<file path="config.mk">
export PLATFORM = sky130hd
export DESIGN_NAME = exec_decode_unit_flat
export DESIGN_NICKNAME = d
export VERILOG_FILES = /design/src/rtl/exec_decode_unit_if.sv /design/src/rtl/exec_decode_unit.sv /design/src/flat_wrapper.sv
export SDC_FILE = /design/constraint.sdc
export NUM_CORES = 1
export LEC_CHECK = 0
export CORE_MARGIN = 4
export CORE_UTILIZATION = 36
export DETAILED_ROUTE_END_ITERATION = 6
export GPL_TIMING_DRIVEN = 0
export PLACE_DENSITY = 0.62
export SYNTH_ARGS = -nofsm -noshare
export SYNTH_HDL_FRONTEND = slang
export SYNTH_SLANG_ARGS = --single-unit
</file>
<file path="constraint.sdc">
create_clock -name clk_i -period 1.9 [get_ports clk_i]
set_clock_uncertainty 0.15 [all_clocks]
set_input_delay 0.38 -clock clk_i [delete_from_list [all_inputs] [get_ports clk_i]]
set_output_delay 0.38 -clock clk_i [all_outputs]
set_load 0.03 [all_outputs]
</file>
<file path="src/rtl/exec_decode_unit_if.sv">
// rtl/exec_decode_unit_if.sv - issue/result bundle for the decode/execute stage
interface exec_decode_unit_if;
  // issue side
  logic        in_valid;
  logic [31:0] instr;
  logic [31:0] pc;
  logic [31:0] rs1_data;
  logic [31:0] rs2_data;
  logic [31:0] imm;
  // result side
  logic        out_valid;
  logic        reg_write;
  logic        mem_read;
  logic        mem_write;
  logic        mem_to_reg;
  logic        alu_src;
  logic        branch;
  logic        jump;
  logic [1:0]  alu_op;
  logic [3:0]  alu_ctrl;
  logic [31:0] alu_result;
  logic        zero;
  logic        branch_taken;
  logic [31:0] target;
  logic [31:0] link;

  // Issuer: presents the decoded operands, consumes the registered results
  modport master (
    output in_valid, instr, pc, rs1_data, rs2_data, imm,
    input  out_valid, reg_write, mem_read, mem_write, mem_to_reg, alu_src,
    input  branch, jump, alu_op, alu_ctrl, alu_result, zero, branch_taken,
    input  target, link
  );

  // Stage: consumes operands, drives the registered results
  modport slave (
    input  in_valid, instr, pc, rs1_data, rs2_data, imm,
    output out_valid, reg_write, mem_read, mem_write, mem_to_reg, alu_src,
    output branch, jump, alu_op, alu_ctrl, alu_result, zero, branch_taken,
    output target, link
  );
endinterface

</file>
<file path="src/rtl/exec_decode_unit.sv">
// rtl/exec_decode_unit.sv - registered RV32I control decode, ALU and branch/jump target stage
module exec_decode_unit (
  input  logic               clk_i,
  input  logic               rst_ni,
  exec_decode_unit_if.slave  edu_if
);

  localparam logic [6:0] OP_R     = 7'b0110011;
  localparam logic [6:0] OP_IALU  = 7'b0010011;
  localparam logic [6:0] OP_LOAD  = 7'b0000011;
  localparam logic [6:0] OP_STORE = 7'b0100011;
  localparam logic [6:0] OP_BR    = 7'b1100011;
  localparam logic [6:0] OP_JAL   = 7'b1101111;
  localparam logic [6:0] OP_JALR  = 7'b1100111;

  localparam logic [3:0] ALU_AND  = 4'b0000;
  localparam logic [3:0] ALU_OR   = 4'b0001;
  localparam logic [3:0] ALU_ADD  = 4'b0010;
  localparam logic [3:0] ALU_XOR  = 4'b0011;
  localparam logic [3:0] ALU_SLL  = 4'b0100;
  localparam logic [3:0] ALU_SRL  = 4'b0101;
  localparam logic [3:0] ALU_SUB  = 4'b0110;
  localparam logic [3:0] ALU_SLT  = 4'b0111;
  localparam logic [3:0] ALU_SLTU = 4'b1000;
  localparam logic [3:0] ALU_SRA  = 4'b1001;

  // instruction fields
  logic [6:0] opcode;
  logic [2:0] funct3;
  logic       funct7_b5;
  logic       unused_instr_bits;

  assign opcode            = edu_if.instr[6:0];
  assign funct3            = edu_if.instr[14:12];
  assign funct7_b5         = edu_if.instr[30];
  // register/destination specifiers are resolved upstream
  assign unused_instr_bits = ^{edu_if.instr[31], edu_if.instr[29:15], edu_if.instr[11:7]};

  // next-state values
  logic        reg_write_d, mem_read_d, mem_write_d, mem_to_reg_d;
  logic        alu_src_d, branch_d, jump_d;
  logic [1:0]  alu_op_d;
  logic [3:0]  alu_ctrl_d;
  logic [31:0] alu_result_d;
  logic        zero_d;
  logic        branch_taken_d;
  logic [31:0] target_d;
  logic [31:0] link_d;

  // registered outputs
  logic        out_valid_q;
  logic        reg_write_q, mem_read_q, mem_write_q, mem_to_reg_q;
  logic        alu_src_q, branch_q, jump_q;
  logic [1:0]  alu_op_q;
  logic [3:0]  alu_ctrl_q;
  logic [31:0] alu_result_q;
  logic        zero_q;
  logic        branch_taken_q;
  logic [31:0] target_q;
  logic [31:0] link_q;

  // ALU operands and branch helpers
  logic [31:0] alu_a;
  logic [31:0] alu_b;
  logic        br_cond;
  logic [31:0] jalr_sum;

  // Main control: opcode to strobes and ALU-op class
  always_comb begin
    reg_write_d  = 1'b0;
    mem_read_d   = 1'b0;
    mem_write_d  = 1'b0;
    mem_to_reg_d = 1'b0;
    alu_src_d    = 1'b0;
    branch_d     = 1'b0;
    jump_d       = 1'b0;
    alu_op_d     = 2'b00;
    case (opcode)
      OP_R: begin
        reg_write_d = 1'b1;
        alu_op_d    = 2'b10;
      end
      OP_IALU: begin
        reg_write_d = 1'b1;
        alu_src_d   = 1'b1;
        alu_op_d    = 2'b11;
      end
      OP_LOAD: begin
        reg_write_d  = 1'b1;
        mem_read_d   = 1'b1;
        mem_to_reg_d = 1'b1;
        alu_src_d    = 1'b1;
      end
      OP_STORE: begin
        mem_write_d = 1'b1;
        alu_src_d   = 1'b1;
      end
      OP_BR: begin
        branch_d = 1'b1;
        alu_op_d = 2'b01;
      end
      OP_JAL: begin
        reg_write_d = 1'b1;
        jump_d      = 1'b1;
      end
      OP_JALR: begin
        reg_write_d = 1'b1;
        jump_d      = 1'b1;
        alu_src_d   = 1'b1;
      end
      default: begin
        reg_write_d = 1'b0;
      end
    endcase
  end

  // ALU control: class plus funct3/funct7 to operation; only R-type 000 may subtract
  always_comb begin
    alu_ctrl_d = ALU_ADD;
    case (alu_op_d)
      2'b00: alu_ctrl_d = ALU_ADD;
      2'b01: alu_ctrl_d = ALU_SUB;
      default: begin
        case (funct3)
          3'b000:  alu_ctrl_d = (alu_op_d == 2'b10 && funct7_b5) ? ALU_SUB : ALU_ADD;
          3'b001:  alu_ctrl_d = ALU_SLL;
          3'b010:  alu_ctrl_d = ALU_SLT;
          3'b011:  alu_ctrl_d = ALU_SLTU;
          3'b100:  alu_ctrl_d = ALU_XOR;
          3'b101:  alu_ctrl_d = funct7_b5 ? ALU_SRA : ALU_SRL;
          3'b110:  alu_ctrl_d = ALU_OR;
          default: alu_ctrl_d = ALU_AND;
        endcase
      end
    endcase
  end

  assign alu_a = edu_if.rs1_data;
  assign alu_b = alu_src_d ? edu_if.imm : edu_if.rs2_data;

  // 32-bit ALU; shifts use the low five bits of B, arithmetic wraps
  always_comb begin
    alu_result_d = 32'h0;
    case (alu_ctrl_d)
      ALU_AND:  alu_result_d = alu_a & alu_b;
      ALU_OR:   alu_result_d = alu_a | alu_b;
      ALU_ADD:  alu_result_d = alu_a + alu_b;
      ALU_XOR:  alu_result_d = alu_a ^ alu_b;
      ALU_SLL:  alu_result_d = alu_a << alu_b[4:0];
      ALU_SRL:  alu_result_d = alu_a >> alu_b[4:0];
      ALU_SUB:  alu_result_d = alu_a - alu_b;
      ALU_SLT:  alu_result_d = {31'h0, $signed(alu_a) < $signed(alu_b)};
      ALU_SLTU: alu_result_d = {31'h0, alu_a < alu_b};
      ALU_SRA:  alu_result_d = $unsigned($signed(alu_a) >>> alu_b[4:0]);
      default:  alu_result_d = 32'h0;
    endcase
    zero_d = (alu_result_d == 32'h0);
  end

  // Branch condition on the register operands, independent of the ALU B mux
  always_comb begin
    br_cond = 1'b0;
    case (funct3)
      3'b000:  br_cond = (edu_if.rs1_data == edu_if.rs2_data);
      3'b001:  br_cond = (edu_if.rs1_data != edu_if.rs2_data);
      3'b100:  br_cond = ($signed(edu_if.rs1_data) <  $signed(edu_if.rs2_data));
      3'b101:  br_cond = ($signed(edu_if.rs1_data) >= $signed(edu_if.rs2_data));
      3'b110:  br_cond = (edu_if.rs1_data <  edu_if.rs2_data);
      3'b111:  br_cond = (edu_if.rs1_data >= edu_if.rs2_data);
      default: br_cond = 1'b0;
    endcase
    branch_taken_d = branch_d & br_cond;
  end

  assign jalr_sum = edu_if.rs1_data + edu_if.imm;

  // Destination and return address; jalr clears bit 0 of its register-relative target
  always_comb begin
    target_d = edu_if.pc + edu_if.imm;
    if (opcode == OP_JALR) begin
      target_d = {jalr_sum[31:1], 1'b0};
    end
    link_d = edu_if.pc + 32'd4;
  end

  // Output register: capture on in_valid, otherwise drop the strobes and hold the data
  always_ff @(posedge clk_i or negedge rst_ni) begin
    if (!rst_ni) begin
      out_valid_q    <= 1'b0;
      reg_write_q    <= 1'b0;
      mem_read_q     <= 1'b0;
      mem_write_q    <= 1'b0;
      mem_to_reg_q   <= 1'b0;
      alu_src_q      <= 1'b0;
      branch_q       <= 1'b0;
      jump_q         <= 1'b0;
      alu_op_q       <= 2'b00;
      alu_ctrl_q     <= 4'b0000;
      alu_result_q   <= 32'h0;
      zero_q         <= 1'b0;
      branch_taken_q <= 1'b0;
      target_q       <= 32'h0;
      link_q         <= 32'h0;
    end else if (edu_if.in_valid) begin
      out_valid_q    <= 1'b1;
      reg_write_q    <= reg_write_d;
      mem_read_q     <= mem_read_d;
      mem_write_q    <= mem_write_d;
      mem_to_reg_q   <= mem_to_reg_d;
      alu_src_q      <= alu_src_d;
      branch_q       <= branch_d;
      jump_q         <= jump_d;
      alu_op_q       <= alu_op_d;
      alu_ctrl_q     <= alu_ctrl_d;
      alu_result_q   <= alu_result_d;
      zero_q         <= zero_d;
      branch_taken_q <= branch_taken_d;
      target_q       <= target_d;
      link_q         <= link_d;
    end else begin
      out_valid_q    <= 1'b0;
      reg_write_q    <= 1'b0;
      mem_read_q     <= 1'b0;
      mem_write_q    <= 1'b0;
      branch_q       <= 1'b0;
      jump_q         <= 1'b0;
      branch_taken_q <= 1'b0;
    end
  end

  assign edu_if.out_valid    = out_valid_q;
  assign edu_if.reg_write    = reg_write_q;
  assign edu_if.mem_read     = mem_read_q;
  assign edu_if.mem_write    = mem_write_q;
  assign edu_if.mem_to_reg   = mem_to_reg_q;
  assign edu_if.alu_src      = alu_src_q;
  assign edu_if.branch       = branch_q;
  assign edu_if.jump         = jump_q;
  assign edu_if.alu_op       = alu_op_q;
  assign edu_if.alu_ctrl     = alu_ctrl_q;
  assign edu_if.alu_result   = alu_result_q;
  assign edu_if.zero         = zero_q;
  assign edu_if.branch_taken = branch_taken_q;
  assign edu_if.target       = target_q;
  assign edu_if.link         = link_q;

endmodule

</file>
<file path="src/flat_wrapper.sv">
// flat-port wrapper written by rule: the top's interface ports become plain ports
module exec_decode_unit_flat 
  (clk_i, rst_ni, edu_if_in_valid, edu_if_instr, edu_if_pc, edu_if_rs1_data, edu_if_rs2_data, edu_if_imm, edu_if_out_valid, edu_if_reg_write, edu_if_mem_read, edu_if_mem_write, edu_if_mem_to_reg, edu_if_alu_src, edu_if_branch, edu_if_jump, edu_if_alu_op, edu_if_alu_ctrl, edu_if_alu_result, edu_if_zero, edu_if_branch_taken, edu_if_target, edu_if_link);
  exec_decode_unit_if edu_if_i ();
  input  logic clk_i;
  input  logic rst_ni;
  input wire logic [$bits(edu_if_i.in_valid)-1:0] edu_if_in_valid;
  input wire logic [$bits(edu_if_i.instr)-1:0] edu_if_instr;
  input wire logic [$bits(edu_if_i.pc)-1:0] edu_if_pc;
  input wire logic [$bits(edu_if_i.rs1_data)-1:0] edu_if_rs1_data;
  input wire logic [$bits(edu_if_i.rs2_data)-1:0] edu_if_rs2_data;
  input wire logic [$bits(edu_if_i.imm)-1:0] edu_if_imm;
  output wire logic [$bits(edu_if_i.out_valid)-1:0] edu_if_out_valid;
  output wire logic [$bits(edu_if_i.reg_write)-1:0] edu_if_reg_write;
  output wire logic [$bits(edu_if_i.mem_read)-1:0] edu_if_mem_read;
  output wire logic [$bits(edu_if_i.mem_write)-1:0] edu_if_mem_write;
  output wire logic [$bits(edu_if_i.mem_to_reg)-1:0] edu_if_mem_to_reg;
  output wire logic [$bits(edu_if_i.alu_src)-1:0] edu_if_alu_src;
  output wire logic [$bits(edu_if_i.branch)-1:0] edu_if_branch;
  output wire logic [$bits(edu_if_i.jump)-1:0] edu_if_jump;
  output wire logic [$bits(edu_if_i.alu_op)-1:0] edu_if_alu_op;
  output wire logic [$bits(edu_if_i.alu_ctrl)-1:0] edu_if_alu_ctrl;
  output wire logic [$bits(edu_if_i.alu_result)-1:0] edu_if_alu_result;
  output wire logic [$bits(edu_if_i.zero)-1:0] edu_if_zero;
  output wire logic [$bits(edu_if_i.branch_taken)-1:0] edu_if_branch_taken;
  output wire logic [$bits(edu_if_i.target)-1:0] edu_if_target;
  output wire logic [$bits(edu_if_i.link)-1:0] edu_if_link;
  assign edu_if_i.in_valid = edu_if_in_valid;
  assign edu_if_i.instr = edu_if_instr;
  assign edu_if_i.pc = edu_if_pc;
  assign edu_if_i.rs1_data = edu_if_rs1_data;
  assign edu_if_i.rs2_data = edu_if_rs2_data;
  assign edu_if_i.imm = edu_if_imm;
  assign edu_if_out_valid = edu_if_i.out_valid;
  assign edu_if_reg_write = edu_if_i.reg_write;
  assign edu_if_mem_read = edu_if_i.mem_read;
  assign edu_if_mem_write = edu_if_i.mem_write;
  assign edu_if_mem_to_reg = edu_if_i.mem_to_reg;
  assign edu_if_alu_src = edu_if_i.alu_src;
  assign edu_if_branch = edu_if_i.branch;
  assign edu_if_jump = edu_if_i.jump;
  assign edu_if_alu_op = edu_if_i.alu_op;
  assign edu_if_alu_ctrl = edu_if_i.alu_ctrl;
  assign edu_if_alu_result = edu_if_i.alu_result;
  assign edu_if_zero = edu_if_i.zero;
  assign edu_if_branch_taken = edu_if_i.branch_taken;
  assign edu_if_target = edu_if_i.target;
  assign edu_if_link = edu_if_i.link;
  exec_decode_unit u_core (.clk_i(clk_i), .rst_ni(rst_ni), .edu_if(edu_if_i));
endmodule
</file>
==> results.yml <==
timing:
  timing.fmax_mhz: 176
  rsz0062_at_grt: "true"
  worst_pin_slew_ps: 1350
  drv_slew: 0
  period_share: 2.99
  period_needed_ps: 5680
  hold_viol: 0
  slew_headroom: 0.0935
  setup_slack_ps: -3780
  setup_viol: 69
  holdWs_ps: 46.9
logic_synthesis:
  synth_seq_cells: 112
  synth_top_cell_by_area: "dfrtp_1"
  yosysUniqueCellTypes: 96
  post-synth-top-count-cell: "nor2_1"
  syn-instance-count: 2643
  synth_area_um2: 18900
  synth.avg_cell_area_um2: 7.15
  ys_top_cells_by_area: "dfrtp_1 (15%), ha_1 (13%), a21oi_1 (7.5%)"
  seq_area_frac_synth: 0.148
  synth-edff-count: 0
  synth_ff_type: "dfrtp_1"
  netlist.area_leader.share: 0.148
  ys_warn_count: 0
  synth_common_cells: "nor2_1 (302), a21oi_1 (282), nand2_1 (228)"
  synthArstFlopShare: 1.00
  synth_fp_nets: 3007
finish:
  area_growth_pct: 49.4
  drive_above_1_share: 0.303
  final_net_count: 3480
  finalNonFillerCells: 3809
  fill_cells: 4574
worst_setup_path:
  r2r_slack_ps: 840
  path_common_cell: "buf_6"
  critPathLaunchType: "primary input"
  critical_path_buf_inv_count: 4
  worstPathRequired_ps: 2120
  cp-end-kind: "register"
  crit_slowest_cell: "mux2i_1"
  crit_fanout: 6
  r2r-end: "u_core.edu_if.alu_result[17]"
  worstSetupPathType: "in -> reg"
  cp_cell_sequence: "buf_6 -> nand4bb_1 -> buf_6 -> o22ai_4 -> buf_6 -> a21oi_4 -> buf_12 -> mux2i_1 -> mux2i_1 -> mux2i_2 -> o221ai_1 -> or4_4 -> or3_4 -> nor4_4 -> nand4_1 -> nor3_4 -> nand4_1 -> o21ai_1"
  rr_worst_depth: 2
  worst_path_largest_cell_delay_ps: 770
  crit_arrival_ps: 5900
  regToRegStartpoint: "u_core.edu_if.alu_result[17]"
  crit_family: "simple AND/OR/NAND/NOR gates"
routing:
  drt_iter0_markers: 4316
  drt_pass1_iterations: 7
  wire_per_inst_um: 36.3
  route.detailed.drc: 7
  vias_per_cell: 7.14
  wl_mm: 138
  ant_nets: 0
  routed-via-count: 27200
global_routing:
  grtUsageTotal: 0.450
  grt_pass1_vias: 25200
  grt_max_degree: 68
  gr-total-overflow: 0
  grt_pass1_wl_mm: 185
  grt_antenna_before_repair: 11
place:
  portBuffers: 248
  gp_congestion: 1.07
  dp_cells: 3578
  dp_slack_ps: -5890
  hpwl_mm: 102
status:
  violations: "DRC, setup timing"
  status: "complete, but fails checks"
power_and_ir_drop:
  ir_drop_v: 0.000534
  leakagePower_nw: 11.8
  fin_total_pwr_mw: 15.4
  powerDensity_nw_per_um2: 545
die:
  initial_utilization: 0.366
  coreArea_um2: 51600
  die_x_um: 237
  fp-row-count: 83
  dieArea_um2: 56200
  fp.dieH_um: 237
  pin_count: 275
clock_tree:
  htree_levels: 3
  cts_made_buffers: 9
  cts_tree: "done"
  cts_buffer_depth: 2
  clock-sinks: 112
  clkTransAtPathRegs_ps: 110
  insertion_delay_ps: 420
  cts_root_buffer: "clkbuf_16"
min_path:
  hold_depth: 2
  min_to: "u_core.edu_if.mem_write"
  hp-class: "in -> reg"
  hold_path.startpoint: "edu_if_instr[4]"
run:
  cap_violations: 0
[layout by cell type, fill, tap and decap left out, types with 19 or more instances in the layout]
cell               n
a21oi_2           81
nand3_1           54
clkdlybuf4s50_1   46
xnor2_1           41
dfrtp_1          112
buf_2             33
buf_4            189
a22oi_1           35
buf_12            25
nand4_1           28
ha_1             129
inv_1            133
nor2b_1           28
buf_6             66
clkbuf_4          24
ha_4              50
dlygate4sd2_1    126
o21ai_1           40
nand2b_1          21
ha_2              19
o21ai_0           94
a31oi_1           26
nor3_1            46
nor2_1           277
xor2_1            38
clkbuf_1          20
o21ai_2           38
clkbuf_2          34
o22ai_1           22
a211oi_1          33
nand2_1          215
a21oi_1          187
mux2i_1          107
a21o_1            37
o211ai_1          36
[routing by layer]
metal / vias up / global-route usage / wire length, um
met1: 13000 / 0.570 / 50700
met4: 6 / 0.294 / 12800
li1: 10700 / - / -
met3: 777 / 0.151 / 19200
met5: - / 0 / 91
met2: 2634 / 0.652 / 55600
[through the flow]
| step | TNS [ps] | instance area (um2) | utilization |
|---|---|---|---|
| 4_1_cts | -96790 | 26800 | 0.520 |
| 5_1_grt | -113230 | 28200 | 0.547 |
| 2_1_floorplan | -88870 | 19800 | - |
| 3_3_place_gp | -788020 | 23200 | 0.449 |
| 3_5_place_dp | -252420 | 23300 | 0.451 |
| 6_report | -111810 | 28200 | 0.547 |
[layout make-up]
class | instances | area (um2) | share of cell area
clock inverters | 7 | 93.8 | 0.00332
clock buffers | 9 | 225 | 0.00797
repair buffers | 468 | 4150 | 0.147
inverters | 159 | 649 | 0.0230
diodes | 8 | 20.0 | 0.000709
flip-flops and latches | 112 | 2800 | 0.0992
multi-input cells | 2225 | 18100 | 0.640
well taps | 680 | 851 | 0.0301
plain buffers | 141 | 1380 | 0.0489
[kinds of logic (layout without fill, tap and decap cells)]
logic type / count (synthesis) / in the layout / share of synthesized area
mux: 141 / 141 / 0.0789
xor+xnor: 98 / 98 / 0.0454
compound gates: 909 / 909 / 0.313
fa+ha+maj: 201 / 201 / 0.134
simple gates: 876 / 876 / 0.216
buf+inv: 306 / 784 / 0.0641
other cells: 0 / 8 / 0
flops: 112 / 112 / 0.148
[power breakdown]
part / total (mW) / internal, mW / switching, mW
sequential: 2.97 / 2.72 / 0.247
combinational: 10.2 / 3.77 / 6.41
clock: 2.25 / 0.964 / 1.28
[worst max path at each step]
stage | from | endpoint | slack, ps | cells past startpoint
2_1_floorplan | edu_if_instr[3] | u_core.edu_if.zero | -3070 | 22
3_3_place_gp | edu_if_instr[1] | u_core.edu_if.zero | -6840 | 26
3_5_place_dp | edu_if_instr[1] | u_core.edu_if.zero | -5890 | 27
4_1_cts | edu_if_instr[3] | u_core.edu_if.zero | -3330 | 25
5_1_grt | edu_if_instr[3] | u_core.edu_if.zero | -3580 | 26
6_report | edu_if_instr[3] | u_core.edu_if.zero | -3780 | 18
[repair_timing]
item | 4_1_cts | 5_1_grt
endpoints found under the setup margin | 221 | 94
hold buffers | 1 | 0
pin swaps | 149 | 183
setup buffers | 147 | 72
resized for setup | 1034 | 263
hold endpoints to repair | 45 | 0
Power figures use the tool's default switching activity.
==> patch, RTL diff (same flow settings) <==
Remove the case item `ALU_SRA` of the case on `alu_ctrl_d`.
--- a/src/rtl/exec_decode_unit.sv
+++ b/src/rtl/exec_decode_unit.sv
@@ -153,3 +153,2 @@
       ALU_SLTU: alu_result_d = {31'h0, alu_a < alu_b};
-      ALU_SRA:  alu_result_d = $unsigned($signed(alu_a) >>> alu_b[4:0]);
       default:  alu_result_d = 32'h0;
Formal check against the unedited RTL: not equivalent (a bounded check fails within 4 cycles, from zero or initial values and one cycle with rst_ni low).
==> patch against the original RTL <==
The flow still finishes with violations (design-rule violations, negative setup slack). Setup slack gained 400 ps. Core utilization grew 0.25 points. Total power shrank 0.77%. Synthesized area shrank 0.45%. Wire length shrank 7.1%. Cell area grew 0.26%. Sequential cell count is the same. Die area shrank 0.43%.
==> patch: results (changes against the original RTL) <==
Finish
  • Number of antenna repair diodes: 1 (-7)
  • Non-clock buffer count: 628 (+3.1%)
  • Fraction of layout cells with a size suffix above 1: 29.85% (-0.43 points)
  • Fraction of area in registers: 9.895% (-0.026 points)
  • # fillers: 4730 (+3.4%)
  • Fin area: 28320 um^2 (+0.26%)
  • Non-filler instance count after layout: 3756 (-1.4%)
  • Non-CTS inverters: 164 (+3.1%)
  • Post-layout net count: 3428 (-1.5%)
  • Clock network area share: 1.073% (-0.056 points)
  • Count of multi-input gates: 2155 (-3.1%)
  • Proportion of final cell area spent on non-clock buffers: 20.19% (+0.62 points)
  • Fraction of standard cell area in multi-input logic: 63.51% (-0.49 points)
  • Number of clock buffers in the layout: 10 (+1)

Setup path
  • Critical Path Max Stage Delay: 540 ps (-230 ps)
  • Crit path max fanout: 5 (-1)
  • Arrival time at the worst endpoint: 5490 ps (-410 ps)
  • Cell with the largest stage delay on the worst path: or4_4

STA
  • Setup slack after layout: -3387 ps (+395.6 ps)
  • Total Neg Setup Slack: -111970 ps (-158.0 ps)
  • Max transition margin: 20.06% (+11 points)
  • Number of setup violations in the final report: 73 (+5.8%)

Drt
  • DRC viols: 29 (+22)
  • DRC violation total after the first TritonRoute iteration: 3076 (-29%)
  • Routed length on met1: 47140 um (-7.1%)
  • Detailed route wirelength on metal2: 54250 um (-2.5%)
  • Routed wire per std cell: 34.25 um (-5.8%)
  • Via count: 25275 (-7.1%)
  • Wire length on met3: 15170 um (-21%)

Power
  • IR drop worst, VDD: 0.4037 mV (-24%)
  • Switching power summed over all nets: 7.630 mW (-3.9%)
  • Reg power frac: 19.1% (-0.2 points)
  • Part of the total power dissipated in combinational logic: 66.3% (+0.2 points)
  • Static leakage: 12.04 nW (+1.8%)

Yosys
  • Most frequent cells after synthesis: 278 x nor2_1, 230 x a21oi_1, 216 x nand2_1
  • Number of library cell types mapped by synthesis: 104 (+8.3%)
  • Post-synthesis sequential area ratio: 14.89% (+0.067 points)
  • Post-Syn Nets: 2944 (-2.1%)
  • Average size of a mapped cell: 7.277 um^2 (+1.7%)
  • Largest cells by area after synthesis: dfrtp_1 15%, ha_1 13%, a21oi_1 6.1%

Outcome
  • Status: finished, violations left
  • Violated checks: design-rule violations, negative setup slack

Placement
  • Weighted congestion reported at the end of routability-driven placement: 1.136 (+6.1%)
  • Worst slack at placement: -6102 ps (-210.4 ps)
  • Placed wire-length estimate: 98300 um (-3.3%)
  • Total of buffers placed on input and output ports: 249 (+0.40%)
  • Area after DPL: 22840 um^2 (-1.8%)

Clock network
  • Maximum level of the CTS H-tree: 3 (unchanged)
  • Root Driver: clkbuf_16
  • Insertion delay of the later-clocked pin in the worst-skew pair: 410 ps

Global route
  • GR Util All Layers: 43.04% (-2.0 points)
  • Grt met1 use: 51.51% (-5.5 points)
  • Met2 global-route usage: 64.80% (-0.43 points)
  • Initial antenna violation count: 3 (-8)
  • Met3 routing resource usage after global routing: 14.01% (-1.1 points)
  • Wire length of the first global-routing pass: 177300 um (-4.1%)

Floorplan
  • Row cnt: 83 (unchanged)
-- patch: cell count changes in the layout (fill, tap and decap cells not counted), sizes merged, moves of 12 or more --
cell,delta
a2111oi,+12
a211oi,+23
a21boi,+12
a21oi,-52
a22oi,-19
dlygate4sd2,-26
dlymetal6s2s,+35
mux2i,-24
nand2,-12
nor2,-25
o21a,+13
-- patch: cell families (layout without fill, tap and decap cells) --
| family | Yosys count | count (layout) | synth area share, % |
|---|---|---|---|
| xor gates and xnor gates | 99 | 99 | 4.608 |
| and+or+nand+nor | 828 | 828 | 20.49 |
| adders and majority gates | 195 | 195 | 13.09 |
| DFF | 112 | 112 | 14.89 |
| buffers and inverters | 319 | 808 | 7.048 |
| muxes | 118 | 118 | 6.975 |
| other | 0 | 1 | 0 |
| AOI/OAI and AO/OA | 915 | 915 | 32.91 |
-- patch: what timing repair did --
action	in CTS	in global routing
cloned	2	0
endpoints found under the setup margin	223	134
buffers inserted	178	64
pin swaps	213	124
hold endpoints to repair	45	0
hold buffers	1	0
gates resized for setup	960	279
-- patch: worst paths after layout --
check / endpoint / slack, ps / start / depth (start not counted)
max: u_core.edu_if.zero$_DFFE_PN0P_ / -3390 / edu_if_instr[0] / 29
min: u_core.edu_if.mem_write$_DFF_PN0_ / 50 / edu_if_instr[4] / 2
min reg2reg: u_core.edu_if.target[29]$_DFFE_PN0P_ / 330 / u_core.edu_if.target[29]$_DFFE_PN0P_ / 1
max in group asynchronous: u_core.edu_if.target[2]$_DFFE_PN0P_ / 480 / rst_ni / 3
max reg2reg: u_core.edu_if.alu_ctrl[0]$_DFFE_PN0P_ / 970 / u_core.edu_if.alu_ctrl[0]$_DFFE_PN0P_ / 1
min in group asynchronous: u_core.edu_if.alu_result[11]$_DFFE_PN0P_ / 320 / rst_ni / 2
